$ cat src/rtl/id_pkg.sv
// Shared definitions for the identifier token tracker: FSM state encoding,
// token record field widths and the rolling hash step.
package id_pkg;

    localparam int CHAR_W = 8;
    localparam int HASH_W = 8;

    typedef enum logic {
        IDLE  = 1'b0,
        IN_ID = 1'b1
    } state_t;

    // First character and hash of a run; the length field is sized by the
    // tracker's LEN_W parameter and packed alongside this.
    typedef struct packed {
        logic [CHAR_W-1:0] first;
        logic [HASH_W-1:0] hash;
    } tok_tag_t;

    // One hash step: rotate the running hash left by one and fold in the char.
    function automatic logic [HASH_W-1:0] hash_step(input logic [HASH_W-1:0] h,
                                                    input logic [CHAR_W-1:0] c);
        return {h[HASH_W-2:0], h[HASH_W-1]} ^ c;
    endfunction

endpackage

$ cat src/rtl/id_tok_fifo.sv
// Small synchronous record FIFO with asynchronous active-low reset.
// Pointers carry one extra wrap bit so full and empty are distinguishable.
// A push while full is accepted only if a pop happens in the same cycle.
module id_tok_fifo #(
    parameter int DEPTH = 4,
    parameter int WIDTH = 16
) (
    input  logic             clk,
    input  logic             rst_n,
    input  logic             push,
    input  logic             pop,
    input  logic [WIDTH-1:0] wr_data,
    output logic [WIDTH-1:0] rd_data,
    output logic             full,
    output logic             empty
);

    localparam int AW = $clog2(DEPTH);

    logic [AW:0]      wr_ptr_q, wr_ptr_d;
    logic [AW:0]      rd_ptr_q, rd_ptr_d;
    logic [WIDTH-1:0] mem_q [DEPTH];
    logic             do_push;
    logic             do_pop;

    // Status flags, guarded push/pop and next pointers; the head reads as zero when empty.
    always_comb begin
        empty    = (wr_ptr_q == rd_ptr_q);
        full     = (wr_ptr_q[AW] != rd_ptr_q[AW]) &&
                   (wr_ptr_q[AW-1:0] == rd_ptr_q[AW-1:0]);
        do_pop   = pop & ~empty;
        do_push  = push & (~full | do_pop);
        wr_ptr_d = wr_ptr_q + {{AW{1'b0}}, do_push};
        rd_ptr_d = rd_ptr_q + {{AW{1'b0}}, do_pop};
        rd_data  = empty ? '0 : mem_q[rd_ptr_q[AW-1:0]];
    end

    // Pointer registers, cleared by reset so the FIFO comes up empty.
    always_ff @(posedge clk or negedge rst_n) begin
        if (!rst_n) begin
            wr_ptr_q <= '0;
            rd_ptr_q <= '0;
        end else begin
            wr_ptr_q <= wr_ptr_d;
            rd_ptr_q <= rd_ptr_d;
        end
    end

    // Record storage; contents are never observed while the FIFO is empty.
    always_ff @(posedge clk) begin
        if (do_push) begin
            mem_q[wr_ptr_q[AW-1:0]] <= wr_data;
        end
    end

endmodule

$ cat src/rtl/id_token_tracker.sv
// Tracks identifier runs flagged by id_fsm and turns each completed run into
// a token record (length, first char, optional hash) queued in a FIFO.
// Optional feature macro: ID_TOKEN_HASH_EN adds the rolling hash per record;
// without it tok_hash is tied to zero and no hash logic exists.
module id_token_tracker
    import id_pkg::*;
#(
    parameter int DEPTH = 4,
    parameter int LEN_W = 8,
    parameter int CNT_W = 16
) (
    input  logic              clk,
    input  logic              rst_n,
    input  logic              in_vld,
    input  logic [7:0]        char,
    input  logic              id_out,
    input  logic              flush,
    output logic              tok_vld,
    input  logic              tok_rdy,
    output logic [LEN_W-1:0]  tok_len,
    output logic [7:0]        tok_first,
    output logic [7:0]        tok_hash,
    output logic [CNT_W-1:0]  tok_cnt,
    output logic              ovf
);

`ifdef ID_TOKEN_HASH_EN
    localparam int DATA_W = LEN_W + CHAR_W + HASH_W;
`else
    localparam int DATA_W = LEN_W + CHAR_W;
`endif

    state_t            state_q, state_d;
    logic [LEN_W-1:0]  len_q, len_d;
    logic [CHAR_W-1:0] first_q, first_d;
    logic [CNT_W-1:0]  cnt_q, cnt_d;
    logic              ovf_q, ovf_d;
`ifdef ID_TOKEN_HASH_EN
    logic [HASH_W-1:0] hash_q, hash_d;
`endif

    logic              term;
    logic              tok_pop;
    logic              fifo_full;
    logic              fifo_empty;
    logic [DATA_W-1:0] wr_data;
    logic [DATA_W-1:0] rd_data;

    assign tok_vld = ~fifo_empty;
    assign tok_pop = tok_vld & tok_rdy;

    // Run FSM next state: start, extend or terminate a run, then apply flush
    // after the same-cycle char so a starting/extending char is included.
    always_comb begin
        state_d = state_q;
        len_d   = len_q;
        first_d = first_q;
        cnt_d   = cnt_q;
        ovf_d   = ovf_q;
        term    = 1'b0;
`ifdef ID_TOKEN_HASH_EN
        hash_d  = hash_q;
`endif
        if (in_vld) begin
            if (state_q == IDLE) begin
                if (id_out) begin
                    state_d = IN_ID;
                    len_d   = LEN_W'(1);
                    first_d = char;
`ifdef ID_TOKEN_HASH_EN
                    hash_d  = char;
`endif
                end
            end else if (id_out) begin
                if (len_q != '1) begin
                    len_d = len_q + LEN_W'(1);
                end
`ifdef ID_TOKEN_HASH_EN
                hash_d = hash_step(hash_q, char);
`endif
            end else begin
                term    = 1'b1;
                state_d = IDLE;
            end
            if (flush && (state_d == IN_ID)) begin
                term    = 1'b1;
                state_d = IDLE;
            end
        end
        if (term && fifo_full && !tok_pop) begin
            ovf_d = 1'b1;
        end
        if (term && (cnt_q != '1)) begin
            cnt_d = cnt_q + CNT_W'(1);
        end
`ifdef ID_TOKEN_HASH_EN
        wr_data = {len_d, first_d, hash_d};
`else
        wr_data = {len_d, first_d};
`endif
    end

    // State, run registers, token counter and sticky overflow; reset discards any open run.
    always_ff @(posedge clk or negedge rst_n) begin
        if (!rst_n) begin
            state_q <= IDLE;
            len_q   <= '0;
            first_q <= '0;
            cnt_q   <= '0;
            ovf_q   <= 1'b0;
`ifdef ID_TOKEN_HASH_EN
            hash_q  <= '0;
`endif
        end else begin
            state_q <= state_d;
            len_q   <= len_d;
            first_q <= first_d;
            cnt_q   <= cnt_d;
            ovf_q   <= ovf_d;
`ifdef ID_TOKEN_HASH_EN
            hash_q  <= hash_d;
`endif
        end
    end

    id_tok_fifo #(
        .DEPTH (DEPTH),
        .WIDTH (DATA_W)
    ) u_fifo (
        .clk     (clk),
        .rst_n   (rst_n),
        .push    (term),
        .pop     (tok_pop),
        .wr_data (wr_data),
        .rd_data (rd_data),
        .full    (fifo_full),
        .empty   (fifo_empty)
    );

    assign tok_len   = rd_data[DATA_W-1 -: LEN_W];
    assign tok_first = rd_data[DATA_W-LEN_W-1 -: CHAR_W];
`ifdef ID_TOKEN_HASH_EN
    assign tok_hash  = rd_data[HASH_W-1:0];
`else
    assign tok_hash  = 8'h00;
`endif
    assign tok_cnt   = cnt_q;
    assign ovf       = ovf_q;

endmodule

$ cat config.mk
export PLATFORM = sky130hd
export DESIGN_NAME = id_token_tracker
export DESIGN_NICKNAME = d
export VERILOG_FILES = /design/src/rtl/id_pkg.sv /design/src/rtl/id_tok_fifo.sv /design/src/rtl/id_token_tracker.sv
export SDC_FILE = /design/constraint.sdc
export NUM_CORES = 1
export LEC_CHECK = 0
export ABC_AREA = 1
export CORE_ASPECT_RATIO = 0.5
export CORE_UTILIZATION = 60
export CTS_CLUSTER_DIAMETER = 150
export CTS_CLUSTER_SIZE = 25
export DETAILED_ROUTE_END_ITERATION = 6
export GPL_TIMING_DRIVEN = 0
export PLACE_DENSITY = 0.85
export SKIP_CTS_REPAIR_TIMING = 1
export SYNTH_ARGS = -nofsm -noshare
export SYNTH_HDL_FRONTEND = slang
export SYNTH_HIERARCHICAL = 1
export SYNTH_SLANG_ARGS = --single-unit
export TNS_END_PERCENT = 30
$ cat constraint.sdc
create_clock -name clk -period 6.4 [get_ports clk]
set_input_delay 0.64 -clock clk [delete_from_list [all_inputs] [get_ports clk]]
set_output_delay 0.64 -clock clk [all_outputs]
set_load 0.1 [all_outputs]
==> results by group, run 1 <==
Critical path
  – CP max stage cell: clkdlybuf4s50_1
  – Crit path launch type: register
  – Worst-path maximum fanout: 10
  – Crit-path most repeated cell: inv_1
  – Worst-path cell chain: inv_2, nand2_1, nand2_2, nand3_4, buf_8, inv_1, inv_1, clkdlybuf4s50_1
  – Critical Path AT: 2820 ps
  – Worst setup EP type: output port
  – Critical Path RT: 5760 ps
  – WS Path Type: reg2out
  – CP peak stage delay: approximately 1100 ps

Detailed routing
  – WL final: between 10000 and 15000 microns
  – Via count: 3622
  – Post-DRT Antenna Nets: 0
  – Pre-antenna DRT Iters: 7
  – DR DRC count: 0
  – Vias/cell: around 5.4
  – DRT iter0 DRCs: about 300
  – Routed len/inst: 15.0 microns

Timing
  – Final Skew: ~11 ps
  – Worst-Margin Slew: around 1000 ps
  – Hold Fails Final Rpt: 0
  – Max Freq: between 0.2 and 0.3 GHz
  – RSZ-0062 raised after global routing: no
  – Slew margin rel.: 31.2%
  – Post-layout min period: 3460 ps
  – TNS Setup: 0 ps
  – Finish-stage setup viols: 0
  – Tcrit/Tclk final: 54.1%
  – Pins Over Slew Limit: 0

Global route
  – Initial antenna violation count: 0
  – Largest net degree at the start of global routing: 32
  – Number of global-route vias before repair: 3294
  – Total Routing Usage GR: 26.4%
  – Total gr overflow: 0
  – Global-route wire length before repair: between 15000 and 20000 microns

Die
  – Die height: 65.3 microns
  – DIE WIDTH: 129 microns
  – Starting Density: 63.8%
  – Die area: approximately 8400 sq um
  – Placeable Area: 7540 sq um
  – Cell Rows: 22
  – # IOs: 56

Synth
  – Ys async rst share: slightly below 40%
  – Syn avg cell area: 9.78 sq um
  – Post-Syn Area: slightly below 5000 sq um
  – Register area share after synthesis: 60.8%
  – Main synth FF type: edfxtp_1
  – Synth cell types: 35
  – Post-synth EDFFs: 64
  – Mapped Cells: 492
  – #FFs+latches synth: 104
  – Synth warnings: 6

Clocking
  – Clk buf depth: 2
  – CTS H-tree depth: 3
  – Inserted Clock Buffers: 9
  – Root Buffer: clkbuf_16
  – Clk slew on worst S/H paths: roughly 70 ps
  – Clock sink count: 104
  – Worst-Skew Late Latency: 350 ps
  – TritonCTS clock tree: yes

Layout
  – Most common cell after layout, fill and taps aside: nand2_1
  – Non-Filler Instances: 671
  – Antenna diode count: 0
  – Nets: 579
  – Most frequent cells in the layout: nand2_1, edfxtp_1, nor2_1
  – Area growth from synthesis to layout: 19.8%
  – Share of cells above drive strength 1: 10.3%
  – Final Util: 76.4%

Hold path
  – Min-Delay Path Class: in2async

Job
  – Number of maximum-capacitance violations: 0

Placed design
  – RePlAce Congestion: a little under 0.9
  – HPWL after DPL: roughly 6600 microns
  – Number of port buffers: 47
  – Placed Cells: 656

Outcome
  – Status: finished clean
==> cell usage after synthesis (2+ instances only) <==
| master | count | area, sq um |
|---|---|---|
| inv_2 | 5 | 18.8 |
| nand2_2 | 3 | 18.8 |
| dfrtp_1 | 40 | 1000 |
| buf_6 | 2 | 22.5 |
| o22ai_1 | 16 | 100 |
| buf_4 | 9 | 67.6 |
| ha_1 | 6 | 75.1 |
| o21ai_1 | 4 | 20.0 |
| nand2_1 | 138 | 518 |
| nand4_1 | 6 | 37.5 |
| inv_1 | 43 | 161 |
| nand3_1 | 13 | 65.1 |
| xnor2_1 | 7 | 61.3 |
| buf_2 | 7 | 35.0 |
| clkbuf_2 | 2 | 10.0 |
| nor2_1 | 60 | 225 |
| edfxtp_1 | 64 | 1920 |
| xor2_1 | 7 | 61.3 |
| a21oi_1 | 3 | 15.0 |
| nor3_1 | 2 | 10.0 |
| nand3_4 | 2 | 35.0 |
| o21ai_0 | 40 | 200 |
==> kinds of logic after synthesis <==
group | after synthesis | share of synthesized area, %
AO/OA/AOI/OAI | 67 | 7.62
XOR/XNOR | 15 | 3.12
adder cells (fa/ha/maj) | 6 | 1.56
buffers and inverters | 70 | 7.00
flip-flops | 104 | 60.8
other | 1 | 0.0779
AND/OR/NAND/NOR | 229 | 19.9
==> registers in the layout, indices dropped and copies added (netlist names) <==
name,count
u_fifo/wr_ptr_q,3
tok_cnt,16
first_q,8
u_fifo/mem_q,64
state_q,1
len_q,8
ovf,1
u_fifo/rd_ptr_q,3
==> layer usage <==
metal	part of all wire (%)	wire [microns]	vias to the layer above	track usage (%)
li1	-	-	1743	-
met1	43	4370	1697	35.1
met2	48	4820	171	44.8
met3	7.6	764	11	5.37
met4	1.1	110	0	7.50
met5	0	0	-	0
==> final timing paths <==
path                               startpoint  depth (start not counted)                 end  slack (ps)
min in group clk                          ovf                          1                 ovf         470
max in group asynchronous               rst_n                          2            len_q[2]        5790
max reg2reg                u_fifo/rd_ptr_q[1]                         14  u_fifo/mem_q[2][0]        3300
min reg2reg                               ovf                          1                 ovf         470
max                        u_fifo/rd_ptr_q[1]                          8             tok_vld        2940
min                                     rst_n                          1          tok_cnt[1]         160
==> stage by stage <==
| stage | setup slack (ps) | hold WS, ps | cell area (sq um) |
|---|---|---|---|
| floorplan | 3290 | 344 | 4840 |
| global placement | 2950 | 453 | 5440 |
| detailed placement | 2910 | 454 | 5470 |
| CTS | 2920 | 159 | 5760 |
| global route | 2750 | 167 | 5760 |
| finish | 2940 | 159 | 5760 |
==> worst max-delay path, delay by kind of cell, from the launching register on <==
| kind | cells | cell delay [ps] |
|---|---|---|
| simple gates | 3 | 360 |
| buf+inv | 5 | 1570 |
| flops | 1 | 550 |
==> area by class of cell <==
class	count	area (sq um)
tap	108	135
clock inverter	4	53.8
clock buffer	11	233
sequential	104	2920
buffer	21	150
fill	510	1780
timing repair buffer	49	497
multi-input combinational	325	1590
inverter	49	186
Power of run 1 is left out: the tool's default activity adds up to more than one toggle a clock period on the data nets, which glitch-free logic cannot reach.
==> run 2, diff against run 1 <==
Settings changed: CORE_UTILIZATION 60 to 56, PLACE_DENSITY 0.85 to 0.8.
Clock period 6.4 ns to 3.2 ns, I/O delays scaled along.
==> run 2 against run 1 <==
Via count down 1.8%. Hold slack improved by 200 ps. Critical path depth stayed put. Non-clock buffer count unchanged. Register-to-register slack got worse by 3100 ps. Clock-buffer cell count shrank 1. Sequential share of layout area fell by 0.21 points. Core utilization decreased by 5.6 points. Setup slack got worse by 2800 ps. Cell area up 0.41%. Critical endpoint is now tok_len[4]. Largest cell class unchanged. Highest routed layer unchanged.
==> results by group, run 2 (synthesis results as in run 1) <==
Layout
  – Antenna diode count: 0
  – Share of cells above drive strength 1: 10.5%
  – Design area: 5790 sq um
  – Most frequent cells in the layout: nand2_1, edfxtp_1, nor2_1
  – Area growth from synthesis to layout: 20.3%
  – Nets: 579
  – Most common cell after layout, fill and taps aside: nand2_1
  – Max FFs per register: 64

Detailed routing
  – WL final: 10200 microns
  – Vias/cell: 5.26
  – DRT iter0 DRCs: 247
  – DR DRC count: 0
  – Post-DRT Antenna Nets: 0
  – Via count: ~3.6k
  – Routed len/inst: 15.2 microns
  – Pre-antenna DRT Iters: 5

Timing
  – RSZ-0062 raised after global routing: no
  – Max Freq: approximately 0.33 GHz
  – Tcrit/Tclk final: 96.1%
  – Finish-stage setup viols: 0
  – Post-layout min period: 3080 ps
  – Worst-Margin Slew: 1030 ps
  – TNS Setup: 0 ps
  – Slew margin rel.: 31.3%
  – Final Skew: 7.99 ps
  – Pins Over Slew Limit: 0
  – Final Hold Slack: 361 ps
  – Hold Fails Final Rpt: 0

Global route
  – Number of global-route vias before repair: approximately 3.3k
  – Global-route wire length before repair: about 16000 microns
  – Total gr overflow: 0
  – Largest net degree at the start of global routing: 33
  – Total Routing Usage GR: 24.9%
  – Initial antenna violation count: 0

Clocking
  – Inserted Clock Buffers: 9
  – Worst-Skew Late Latency: 350 ps
  – Clock sink count: 104
  – Root Buffer: clkbuf_16
  – TritonCTS clock tree: yes
  – Clk slew on worst S/H paths: 70 ps
  – Clk buf depth: 2
  – CTS H-tree depth: 3

Critical path
  – Critical Path AT: between 2000 and 3000 ps
  – Critical Path RT: 2880 ps
  – Worst setup EP type: output port
  – Worst-path maximum fanout: 10
  – Crit path launch type: register
  – WS Path Type: reg2out

Placed design
  – Number of port buffers: 47
  – HPWL after DPL: 6670 microns
  – Placed inst area: 5470 sq um
  – RePlAce Congestion: ~0.85

Die
  – DIE WIDTH: 133 microns
  – # IOs: 56
  – Placeable Area: 8170 sq um
  – Die area: about 9000 sq um
  – Cell Rows: 23
  – Die height: between 60 and 70 microns
  – Starting Density: 58.9%

Outcome
  – Status: finished clean

Job
  – Number of maximum-capacitance violations: 0

Hold path
  – Min-Delay Path Class: in2async
## run 2: changes by cell type in the layout (fill, tap and decap cells not counted), sizes merged
cell	previous run	this run
clkbuf	13	12
bufinv	1	0
clkinv	0	3
inv	50	51
dlygate4sd3	0	1
buf	22	21
dlymetal6s2s	0	13
clkinvlp	2	1
clkdlybuf4s50	46	33
## run 2: path summary, 6_finish.rpt
check / startpoint / slack [ps] / to / cells after the start
hold / removal: rst_n / 360 / tok_cnt[9] / 2
max in group asynchronous: rst_n / 2390 / first_q[2] / 3
setup / recovery: u_fifo/rd_ptr_q[0] / 120 / tok_len[4] / 8
hold reg to reg: ovf / 480 / ovf / 1
min in group clk: ovf / 480 / ovf / 1
setup reg to reg: u_fifo/rd_ptr_q[1] / 210 / u_fifo/mem_q[2][2] / 13
## run 2: metal layers
layer | GRT usage, % | vias up | wire length (microns)
met1 | 32.3 | 1654 | 4680
met4 | 10.2 | 0 | 189
li1 | - | 1748 | -
met5 | 0 | - | 0
met3 | 5.48 | 18 | 648
met2 | 41.8 | 136 | 4730
## run 2: stage by stage
| step | utilization [%] | std cells | setup slack [ps] |
|---|---|---|---|
| final | 70.8 | 676 | 124 |
| after detailed placement | 66.9 | 659 | -63.4 |
| after global routing | 70.8 | 676 | 0.320 |
| after floorplan | - | 499 | 87.5 |
| after global placement | 66.7 | 658 | -110 |
| after CTS | 70.3 | 675 | -69.9 |
## run 2: critical path, stage by stage (launching register included)
cell and delay, ps:
dfrtp_1 390, buf_4 180, inv_2 100, buf_2 240, o21ai_0 110, o22ai_1 140
nand2_1 80, inv_1 50, clkdlybuf4s50_1 1120
## run 2: final cells by class
class / count / area, sq um
flip-flops and latches: 104 / 2920
fillers: 606 / 2390
multi-input cells: 325 / 1590
repair buffers: 49 / 528
clock buffers: 10 / 229
inverters: 49 / 186
plain buffers: 21 / 150
well taps: 112 / 140
clock inverters: 6 / 42.5
Power of run 2 is left out for the same reason.
